==> src/rtl/lsu_req_if.sv <==
// Purpose : sram-like data-memory request/response channel between lsu_req and the data memory.
// Latency : wires only; timing is set by the master (lsu_req) and the memory slave.
// Backpressure: the slave holds off a request by withholding data_addr_ok; data_data_ok returns read data.
// Ports   : master drives data_req/data_wr/data_size/data_addr/data_wdata/data_wstrb and
//           receives data_addr_ok/data_data_ok/data_rdata; slave is the mirror image.
`timescale 1ns/1ps

interface lsu_req_if;
    logic        data_req;
    logic        data_wr;
    logic [1:0]  data_size;
    logic [31:0] data_addr;
    logic [31:0] data_wdata;
    logic [3:0]  data_wstrb;
    logic        data_addr_ok;
    logic        data_data_ok;
    logic [31:0] data_rdata;

    modport master (
        output data_req, data_wr, data_size, data_addr, data_wdata, data_wstrb,
        input  data_addr_ok, data_data_ok, data_rdata
    );

    modport slave (
        input  data_req, data_wr, data_size, data_addr, data_wdata, data_wstrb,
        output data_addr_ok, data_data_ok, data_rdata
    );
endinterface

==> src/rtl/lsu_req.sv <==
// Purpose : EX-stage load/store request generator; issues one sram-like access per memory
//           instruction and builds the EX->MEM pipeline bus.
// Latency : request one cycle after EX presents the access; MEM bus valid (en=1) the cycle after data_ok.
// Backpressure: stallreq freezes IF..EX while the access is outstanding; stall[3]=`Stop holds the DONE state.
// Ports   : clk/rst (sync, active-high); stall vector; EX-stage operands and writeback control;
//           dmem (lsu_req_if.master) memory channel; stallreq, ex_to_mem_bus, data_sram_rdata, adel, ades.
// Option  : define LSU_ALIGN_CHECK_EN to flag misaligned halfword/word accesses (adel/ades) and suppress them.
`timescale 1ns/1ps

`ifndef StallBus
`define StallBus 5:0
`endif
`ifndef Stop
`define Stop 1'b1
`endif
`ifndef NoStop
`define NoStop 1'b0
`endif
`ifndef EX_TO_MEM_WD
`define EX_TO_MEM_WD 80
`endif

module lsu_req (
    input  logic                      clk,
    input  logic                      rst,
    input  logic [`StallBus]          stall,
    input  logic                      mem_valid,
    input  logic [3:0]                ld_code,
    input  logic [1:0]                st_size,
    input  logic [31:0]               ex_pc,
    input  logic [31:0]               addr,
    input  logic [31:0]               st_data,
    input  logic [31:0]               alu_result,
    input  logic                      sel_rf_res,
    input  logic                      rf_we,
    input  logic [4:0]                rf_waddr,
    lsu_req_if.master                 dmem,
    output logic                      stallreq,
    output logic [`EX_TO_MEM_WD-1:0]  ex_to_mem_bus,
    output logic [31:0]               data_sram_rdata,
    output logic                      adel,
    output logic                      ades
);

    localparam logic [3:0] LD_NONE = 4'b0000;
    localparam logic [3:0] LD_LB   = 4'b0001;
    localparam logic [3:0] LD_LBU  = 4'b0010;
    localparam logic [3:0] LD_LH   = 4'b0011;
    localparam logic [3:0] LD_LHU  = 4'b0100;
    localparam logic [3:0] LD_LW   = 4'b1111;

    localparam logic [1:0] ST_NONE = 2'b00;
    localparam logic [1:0] ST_SB   = 2'b01;
    localparam logic [1:0] ST_SH   = 2'b10;
    localparam logic [1:0] ST_SW   = 2'b11;

    typedef enum logic [1:0] {
        IDLE = 2'd0,
        REQ  = 2'd1,
        WAIT = 2'd2,
        DONE = 2'd3
    } state_t;

    state_t state, state_nxt;

    // Only bit 3 of the stall vector matters here; the rest belongs to other stages.
    logic unused_stall;
    assign unused_stall = ^stall;

    // ------------------------------------------------------------------
    // Access decode
    // ------------------------------------------------------------------
    logic        is_store;
    logic        access;
    logic        fault;
    logic        adel_c;
    logic        ades_c;
    logic [1:0]  req_size;
    logic [3:0]  req_wstrb;
    logic [31:0] req_wdata;

    // A store code wins if both codes are (illegally) nonzero.
    assign is_store = (st_size != ST_NONE);
    assign access   = mem_valid && ((ld_code != LD_NONE) || is_store);

    always_comb begin
        req_size  = 2'd2;
        req_wstrb = 4'b0000;
        req_wdata = st_data;
        if (is_store) begin
            case (st_size)
                ST_SB: begin
                    req_size  = 2'd0;
                    req_wstrb = 4'b0001 << addr[1:0];
                    req_wdata = {4{st_data[7:0]}};
                end
                ST_SH: begin
                    req_size  = 2'd1;
                    req_wstrb = 4'b0011 << addr[1:0];
                    req_wdata = {2{st_data[15:0]}};
                end
                default: begin
                    req_size  = 2'd2;
                    req_wstrb = 4'b1111;
                    req_wdata = st_data;
                end
            endcase
        end else begin
            case (ld_code)
                LD_LB, LD_LBU: req_size = 2'd0;
                LD_LH, LD_LHU: req_size = 2'd1;
                default:       req_size = 2'd2;
            endcase
        end
    end

`ifdef LSU_ALIGN_CHECK_EN
    assign adel_c = access && !is_store &&
                    ((((ld_code == LD_LH) || (ld_code == LD_LHU)) && addr[0]) ||
                     ((ld_code == LD_LW) && (addr[1:0] != 2'b00)));
    assign ades_c = access && is_store &&
                    (((st_size == ST_SH) && addr[0]) ||
                     ((st_size == ST_SW) && (addr[1:0] != 2'b00)));
`else
    assign adel_c = 1'b0;
    assign ades_c = 1'b0;
`endif

    assign fault = adel_c || ades_c;
    assign adel  = adel_c && !rst;
    assign ades  = ades_c && !rst;

    // ------------------------------------------------------------------
    // FSM: state register
    // ------------------------------------------------------------------
    always_ff @(posedge clk) begin
        if (rst) begin
            state <= IDLE;
        end else begin
            state <= state_nxt;
        end
    end

    // ------------------------------------------------------------------
    // FSM: next state
    // ------------------------------------------------------------------
    always_comb begin
        state_nxt = state;
        case (state)
            IDLE: if (access && !fault) state_nxt = REQ;
            REQ: begin
                // Memory may accept and answer in the same cycle: skip WAIT.
                if (dmem.data_addr_ok) state_nxt = dmem.data_data_ok ? DONE : WAIT;
            end
            WAIT: if (dmem.data_data_ok) state_nxt = DONE;
            DONE: if (stall[3] == `NoStop) state_nxt = IDLE;
            default: state_nxt = IDLE;
        endcase
    end

    // ------------------------------------------------------------------
    // FSM: outputs
    // ------------------------------------------------------------------
    logic req_c;
    logic stall_c;
    logic done_c;
    logic capture_c;

    always_comb begin
        req_c     = 1'b0;
        stall_c   = 1'b0;
        done_c    = 1'b0;
        capture_c = 1'b0;
        case (state)
            IDLE: stall_c = access && !fault;
            REQ: begin
                req_c     = 1'b1;
                stall_c   = 1'b1;
                capture_c = dmem.data_addr_ok && dmem.data_data_ok;
            end
            WAIT: begin
                stall_c   = 1'b1;
                capture_c = dmem.data_data_ok;
            end
            DONE: done_c = 1'b1;
            default: ;
        endcase
    end

    // ------------------------------------------------------------------
    // Request fields are frozen on issue so they stay stable through REQ.
    // ------------------------------------------------------------------
    logic        issue;
    logic        wr_q;
    logic [1:0]  size_q;
    logic [3:0]  wstrb_q;
    logic [31:0] addr_q;
    logic [31:0] wdata_q;

    assign issue = (state == IDLE) && access && !fault;

    always_ff @(posedge clk) begin
        if (rst) begin
            wr_q    <= 1'b0;
            size_q  <= 2'd0;
            wstrb_q <= 4'b0000;
            addr_q  <= 32'd0;
            wdata_q <= 32'd0;
        end else if (issue) begin
            wr_q    <= is_store;
            size_q  <= req_size;
            wstrb_q <= req_wstrb;
            addr_q  <= {addr[31:2], 2'b00};
            wdata_q <= req_wdata;
        end
    end

    assign dmem.data_req   = req_c && !rst;
    assign dmem.data_wr    = req_c && !rst && wr_q;
    assign dmem.data_wstrb = (req_c && !rst) ? wstrb_q : 4'b0000;
    assign dmem.data_size  = size_q;
    assign dmem.data_addr  = addr_q;
    assign dmem.data_wdata = wdata_q;

    assign stallreq = stall_c && !rst;

    // ------------------------------------------------------------------
    // Load data capture; only a data_ok seen in REQ/WAIT updates it.
    // ------------------------------------------------------------------
    always_ff @(posedge clk) begin
        if (rst) begin
            data_sram_rdata <= 32'd0;
        end else if (capture_c) begin
            data_sram_rdata <= dmem.data_rdata;
        end
    end

    // ------------------------------------------------------------------
    // EX->MEM bus. Memory fields are live only in DONE; the pipeline is
    // frozen until then, so EX operands are still the issuing instruction.
    // ------------------------------------------------------------------
    logic [3:0]  bus_readen;
    logic        bus_en;
    logic [3:0]  bus_wen;
    logic [31:0] bus_result;

    assign bus_en     = done_c;
    assign bus_readen = done_c ? ld_code   : 4'b0000;
    assign bus_wen    = done_c ? req_wstrb : 4'b0000;
    assign bus_result = done_c ? addr      : alu_result;

    assign ex_to_mem_bus = {bus_readen, ex_pc, bus_en, bus_wen,
                            sel_rf_res, rf_we && !fault, rf_waddr, bus_result};

endmodule

==> src/flat_wrapper.sv <==
// flat-port wrapper written by rule: the top's interface ports become plain ports
module lsu_req_flat 
  (clk, rst, stall, mem_valid, ld_code, st_size, ex_pc, addr, st_data, alu_result, sel_rf_res, rf_we, rf_waddr, stallreq, ex_to_mem_bus, data_sram_rdata, adel, ades, dmem_data_req, dmem_data_wr, dmem_data_size, dmem_data_addr, dmem_data_wdata, dmem_data_wstrb, dmem_data_addr_ok, dmem_data_data_ok, dmem_data_rdata);
  lsu_req_if dmem_i ();
  input  logic clk;
  input  logic rst;
  input  logic [`StallBus] stall;
  input  logic mem_valid;
  input  logic [3:0] ld_code;
  input  logic [1:0] st_size;
  input  logic [31:0] ex_pc;
  input  logic [31:0] addr;
  input  logic [31:0] st_data;
  input  logic [31:0] alu_result;
  input  logic sel_rf_res;
  input  logic rf_we;
  input  logic [4:0] rf_waddr;
  output logic stallreq;
  output logic [`EX_TO_MEM_WD-1:0] ex_to_mem_bus;
  output logic [31:0] data_sram_rdata;
  output logic adel;
  output logic ades;
  output wire logic [$bits(dmem_i.data_req)-1:0] dmem_data_req;
  output wire logic [$bits(dmem_i.data_wr)-1:0] dmem_data_wr;
  output wire logic [$bits(dmem_i.data_size)-1:0] dmem_data_size;
  output wire logic [$bits(dmem_i.data_addr)-1:0] dmem_data_addr;
  output wire logic [$bits(dmem_i.data_wdata)-1:0] dmem_data_wdata;
  output wire logic [$bits(dmem_i.data_wstrb)-1:0] dmem_data_wstrb;
  input wire logic [$bits(dmem_i.data_addr_ok)-1:0] dmem_data_addr_ok;
  input wire logic [$bits(dmem_i.data_data_ok)-1:0] dmem_data_data_ok;
  input wire logic [$bits(dmem_i.data_rdata)-1:0] dmem_data_rdata;
  assign dmem_data_req = dmem_i.data_req;
  assign dmem_data_wr = dmem_i.data_wr;
  assign dmem_data_size = dmem_i.data_size;
  assign dmem_data_addr = dmem_i.data_addr;
  assign dmem_data_wdata = dmem_i.data_wdata;
  assign dmem_data_wstrb = dmem_i.data_wstrb;
  assign dmem_i.data_addr_ok = dmem_data_addr_ok;
  assign dmem_i.data_data_ok = dmem_data_data_ok;
  assign dmem_i.data_rdata = dmem_data_rdata;
  lsu_req u_core (.clk(clk), .rst(rst), .stall(stall), .mem_valid(mem_valid), .ld_code(ld_code), .st_size(st_size), .ex_pc(ex_pc), .addr(addr), .st_data(st_data), .alu_result(alu_result), .sel_rf_res(sel_rf_res), .rf_we(rf_we), .rf_waddr(rf_waddr), .dmem(dmem_i), .stallreq(stallreq), .ex_to_mem_bus(ex_to_mem_bus), .data_sram_rdata(data_sram_rdata), .adel(adel), .ades(ades));
endmodule
==> config.mk <==
export PLATFORM = sky130hd
export DESIGN_NAME = lsu_req_flat
export DESIGN_NICKNAME = d
export VERILOG_FILES = /design/src/rtl/lsu_req_if.sv /design/src/rtl/lsu_req.sv /design/src/flat_wrapper.sv
export SDC_FILE = /design/constraint.sdc
export NUM_CORES = 1
export LEC_CHECK = 0
export ABC_AREA = 1
export CAP_MARGIN = 20
export CORE_AREA = 2 2 144 146
export DETAILED_ROUTE_END_ITERATION = 8
export DIE_AREA = 0 0 146 148
export GPL_TIMING_DRIVEN = 1
export PLACE_DENSITY = 0.74
export SYNTH_ARGS = -nofsm -noshare
export SYNTH_HDL_FRONTEND = slang
export SYNTH_SLANG_ARGS = --single-unit
==> constraint.sdc <==
create_clock -name clk -period 4.8 [get_ports clk]
set_input_delay 0.72 -clock clk [delete_from_list [all_inputs] [get_ports clk]]
set_output_delay 0.72 -clock clk [all_outputs]
set_load 0.03 [all_outputs]
### Word level (Yosys, flattened, before mapping)

Cells that the tools add are included.

* equality and inequality tests: 13
* shift-type cells: 2
* reduce and logical (&&, ||, !) cells: 15
* muxes and demuxes: 21

Operator list (count)
* 32-bit 2-to-1 mux: 2
* 32-bit one-hot mux with 2 select lines: 1
* 4-bit 2-to-1 mux: 4
* 2-bit 2-to-1 mux: 5
* 4-bit by 2-bit equality test with 1-bit output, second input constant: 2
* 2-bit one-hot mux with 2 select lines: 2
* 2-bit one-hot mux with 4 select lines: 1
* 4-bit one-hot mux with 2 select lines: 1
* 2-bit equality test, second input constant: 3
* 1-bit logical AND: 6
* 2-bit inequality test, second input constant: 3
* 2-bit OR reduction: 3
* 2-bit by 1-bit equality test with 1-bit output, second input constant: 2
* 4-bit by 1-bit equality test with 1-bit output, second input constant: 1
* 4-bit by 3-bit equality test with 1-bit output, second input constant: 1
* 1-bit one-hot mux with 2 select lines: 2
* 4-bit AND reduction: 1
* 4-bit nonzero test: 1
* 1-bit by 2-bit left shift with 4-bit output, first input constant: 1
* 2-bit by 2-bit left shift with 4-bit output, first input constant: 1
* 1-bit 2-to-1 mux: 3
* 2-bit logical NOT: 1
* 2-bit by 1-bit inequality test with 1-bit output, second input constant: 1
* 2-bit nonzero test: 1
* other kinds (2): 2

* output and inout port bits: 187
* input port bits: 184
* word-level logic and storage cells: 58
* register bits after elaboration: 103

### Logic depth before layout (Yosys ltp)

* depth after elaboration: 5
* depth in mapped cells: 10
* gate-level depth less buffers: 9

### Worst setup path before layout

No wires, ideal clock.

* path kind: input -> output
* start: input port st_size[0]
* end: output port stallreq
* path buffers: 1
* slack: 2.113 ns
* arrival time: 1.967 ns
* data required time: 4.080 ns
* cell stages on the path: 8
* cells stage by stage: inv_1 -> ha_1 -> nand3_2 -> nand3_2 -> buf_2 -> nand2_1 -> nand2_1 -> nor2_1

* longest elaborated chain between the ends: 5

RTL lines
* start: declaration: line flat_wrapper.sv:10 `input logic [1:0] st_size;`
* 2-bit nonzero test: line lsu_req.sv:83 `assign is_store = (st_size != ST_NONE);`
* 1-bit logical OR: line lsu_req.sv:84 `assign access = mem_valid && ((ld_code != LD_NONE) || is_store);`
* 1-bit logical AND: line lsu_req.sv:84
* 1-bit one-hot mux with 2 select lines: line lsu_req.sv:174 `case (state)`
* 1-bit logical AND: line lsu_req.sv:225 `assign stallreq = stall_c && !rst;`
* end: declaration: line flat_wrapper.sv:18 `output logic stallreq;`

No other way between the ends.

### Final worst setup path

* start: input port st_size[0]
* end: output port ex_to_mem_bus[39]

* longest elaborated chain between the ends: 4
* elaborated cells on any way between the ends: 6
* classes of those cells: 2 x eq/ne; 3 x mux; 1 x reduce/logical

RTL lines
* 2-bit equality test / 2-bit by 1-bit equality test with 1-bit output (equally long branches): line lsu_req.sv:91 `case (st_size)`
* 4-bit one-hot mux with 2 select lines: line lsu_req.sv:91
* 4-bit 2-to-1 mux *: line lsu_req.sv:90 `if (is_store) begin`
* 4-bit 2-to-1 mux *: line lsu_req.sv:249 `assign bus_wen = done_c ? req_wstrb : 4'b0000;`
* end: declaration: line flat_wrapper.sv:19 `` output logic [`EX_TO_MEM_WD-1:0] ex_to_mem_bus; ``

Mark *: on every way between the ends. The rest lies on a longest branch, timed or not.

==> results.json <==
{
  "syn-mean-instance-area_um2": 6.62,
  "maxSlewViolCount": 0,
  "critPathLaunchType": "primary input",
  "fmax_ghz": 0.263,
  "finalClockSkew_ps": 10.1,
  "end_kind": "primary output",
  "yosys_warnings": 0,
  "die-area_um2": 21600,
  "min_period_over_period_pct": 79.1,
  "cts_tree": "done",
  "arrival_ps": 3080,
  "firstDrtPassIters": 4,
  "powerDensity_nw_per_um2": 434,
  "worstMarginPinSlew_ps": 790,
  "area_delta_synth_final_pct": 58.9,
  "die_h_um": 148,
  "vias": 5476,
  "ir_drop_v": 0.000232,
  "fin_crit_ps": 3800,
  "finalHoldViolCount": 0,
  "cap_violations": 0,
  "clock_sinks": 103,
  "vias_per_cell": 4.31,
  "fin_cells": 1270,
  "setup_viol": 0,
  "maxSlewHeadroom_pct": 47.3,
  "grt_pass1_vias": 5122,
  "io_buffer_count": 283,
  "fp.dieW_um": 146,
  "dpl-instance-area_um2": 7860,
  "route.detailed.drc": 0,
  "cts_buffer_depth": 2,
  "drive_gt1_share_pct": 3.10,
  "dp.cells": 1254,
  "htreeDepth": 3,
  "rows": 52,
  "final_cell_mix": "nand2_1, clkdlybuf4s50_1, dfxtp_1",
  "clock_latency_ps": 350,
  "io_pins": 371,
  "p_total_mw": 3.55,
  "grt_overflow": 0,
  "detail_route.wl_per_cell_um": 13.5,
  "synth_cells": 777,
  "cts_hold_buf": 0,
  "grt_pass1_wl_um": 26800,
  "critPathMaxFanout": 8,
  "critical_path_class": "primary input to primary output",
  "place_hpwl_um": 13000,
  "antenna_cells": 0,
  "ys_seq_elements": 103,
  "final_util_pct": 40.8,
  "ant_nets": 0,
  "core_area_um2": 20000,
  "cts_inserted_buffers": 9,
  "initial_core_util_pct": 25.7,
  "yosysUniqueCellTypes": 21,
  "min_path_type": "flip-flop to flip-flop",
  "antenna_found_initial": 0,
  "clkTransAtPathRegs_ps": 70,
  "final_nets": 1189,
  "synth_area_um2": 5150,
  "grtUsageTotal_pct": 15.4,
  "ys_seq_area_share_pct": 40.1,
  "post-route-cell-area_um2": 8180,
  "setup_tns_ps": 0,
  "first_iter_violations": 208,
  "clockRootBuffer": "clkbuf_16",
  "cts_setup_buffers": 0,
  "status": "finished clean",
  "wirelength_um": 17200,
  "rsz0062_at_grt": "no",
  "grt_max_degree": 70,
  "cp.required_ps": 4080,
  "place_congestion": 0.793,
  "cts_resized": 0,
  "power_leakage_nw": 3.34
}
Yosys cell counts, drive strengths merged:
| cell | n | area, um^2 |
|---|---|---|
| buf | 64 | 444 |
| or2 | 1 | 6.26 |
| dfxtp | 103 | 2060 |
| o21bai | 8 | 60.1 |
| inv | 81 | 304 |
| nor2 | 35 | 139 |
| ha | 10 | 125 |
| nor3 | 1 | 5.00 |
| clkbuf | 22 | 82.6 |
| o21ai | 62 | 310 |
| nand3 | 10 | 60.1 |
| conb | 1 | 3.75 |
| nand2 | 282 | 1060 |
| a21oi | 97 | 485 |
metal layers:
metal	share of wire (%)	wire (um)	GRT usage [%]
met1	41	7090	18.3
met2	48	8190	26.4
met3	9.3	1610	5.40
met4	1.8	316	4.81
met5	0	0	0
final timing paths:
kind / startpoint / endpoint / slack (ps) / cells past startpoint
hold / removal: u_core.data_sram_rdata[10] / u_core.data_sram_rdata[10] / 440 / 2
setup reg to reg: u_core.state[0] / u_core.dmem.data_addr[9] / 2850 / 7
hold reg to reg: u_core.data_sram_rdata[10] / u_core.data_sram_rdata[10] / 440 / 2
setup / recovery: st_size[0] / ex_to_mem_bus[39] / 1000 / 9
area by class of cell:
type / instances / area (um^2)
Timing Repair Buffer: 290 / 2880
Tap cell: 270 / 338
Clock buffer: 10 / 239
Multi-Input combinational cell: 510 / 2280
Clock inverter: 6 / 77.6
Inverter: 81 / 304
Sequential cell: 103 / 2060
Fill cell: 2109 / 11900
metrics by stage:
stage | hold WS [ps] | setup WS, ps
after global placement | 429 | 1000
after global routing | 468 | 821
final | 442 | 1000
after detailed placement | 435 | 993
after CTS | 444 | 975
after floorplan | 444 | 2110
critical path: stages:
cell and delay [ps]:
clkdlybuf4s50_1 480, inv_1 80, ha_1 330, inv_1 170, nand2_1 190, o21ai_0 180, inv_1 70, nor2_1 140
clkdlybuf4s50_1 710
power by group:
group          total, mW  internal, mW  switching, mW
registers           1.12          1.03         0.0901
clock network      0.780         0.429          0.352
logic               1.65         0.649           1.00
state kept, by name, indices dropped and copies added (netlist names):
register and cells:
u_core.data_sram_rdata 32, u_core.dmem.data_wdata 32, u_core.dmem.data_addr 30, u_core.wstrb_q 4, u_core.dmem.data_size 2, u_core.state 2, u_core.wr_q 1
cells by family (layout without fill, tap and decap cells):
family / Yosys count / in the layout / share of synthesized area (%)
fa+ha+maj: 10 / 10 / 2.43
compound gates: 167 / 167 / 16.6
simple gates: 329 / 329 / 24.7
flops: 103 / 103 / 40.1
buf+inv: 167 / 387 / 16.1
other cells: 1 / 4 / 0.0729
(Power assumes the default switching activity.)
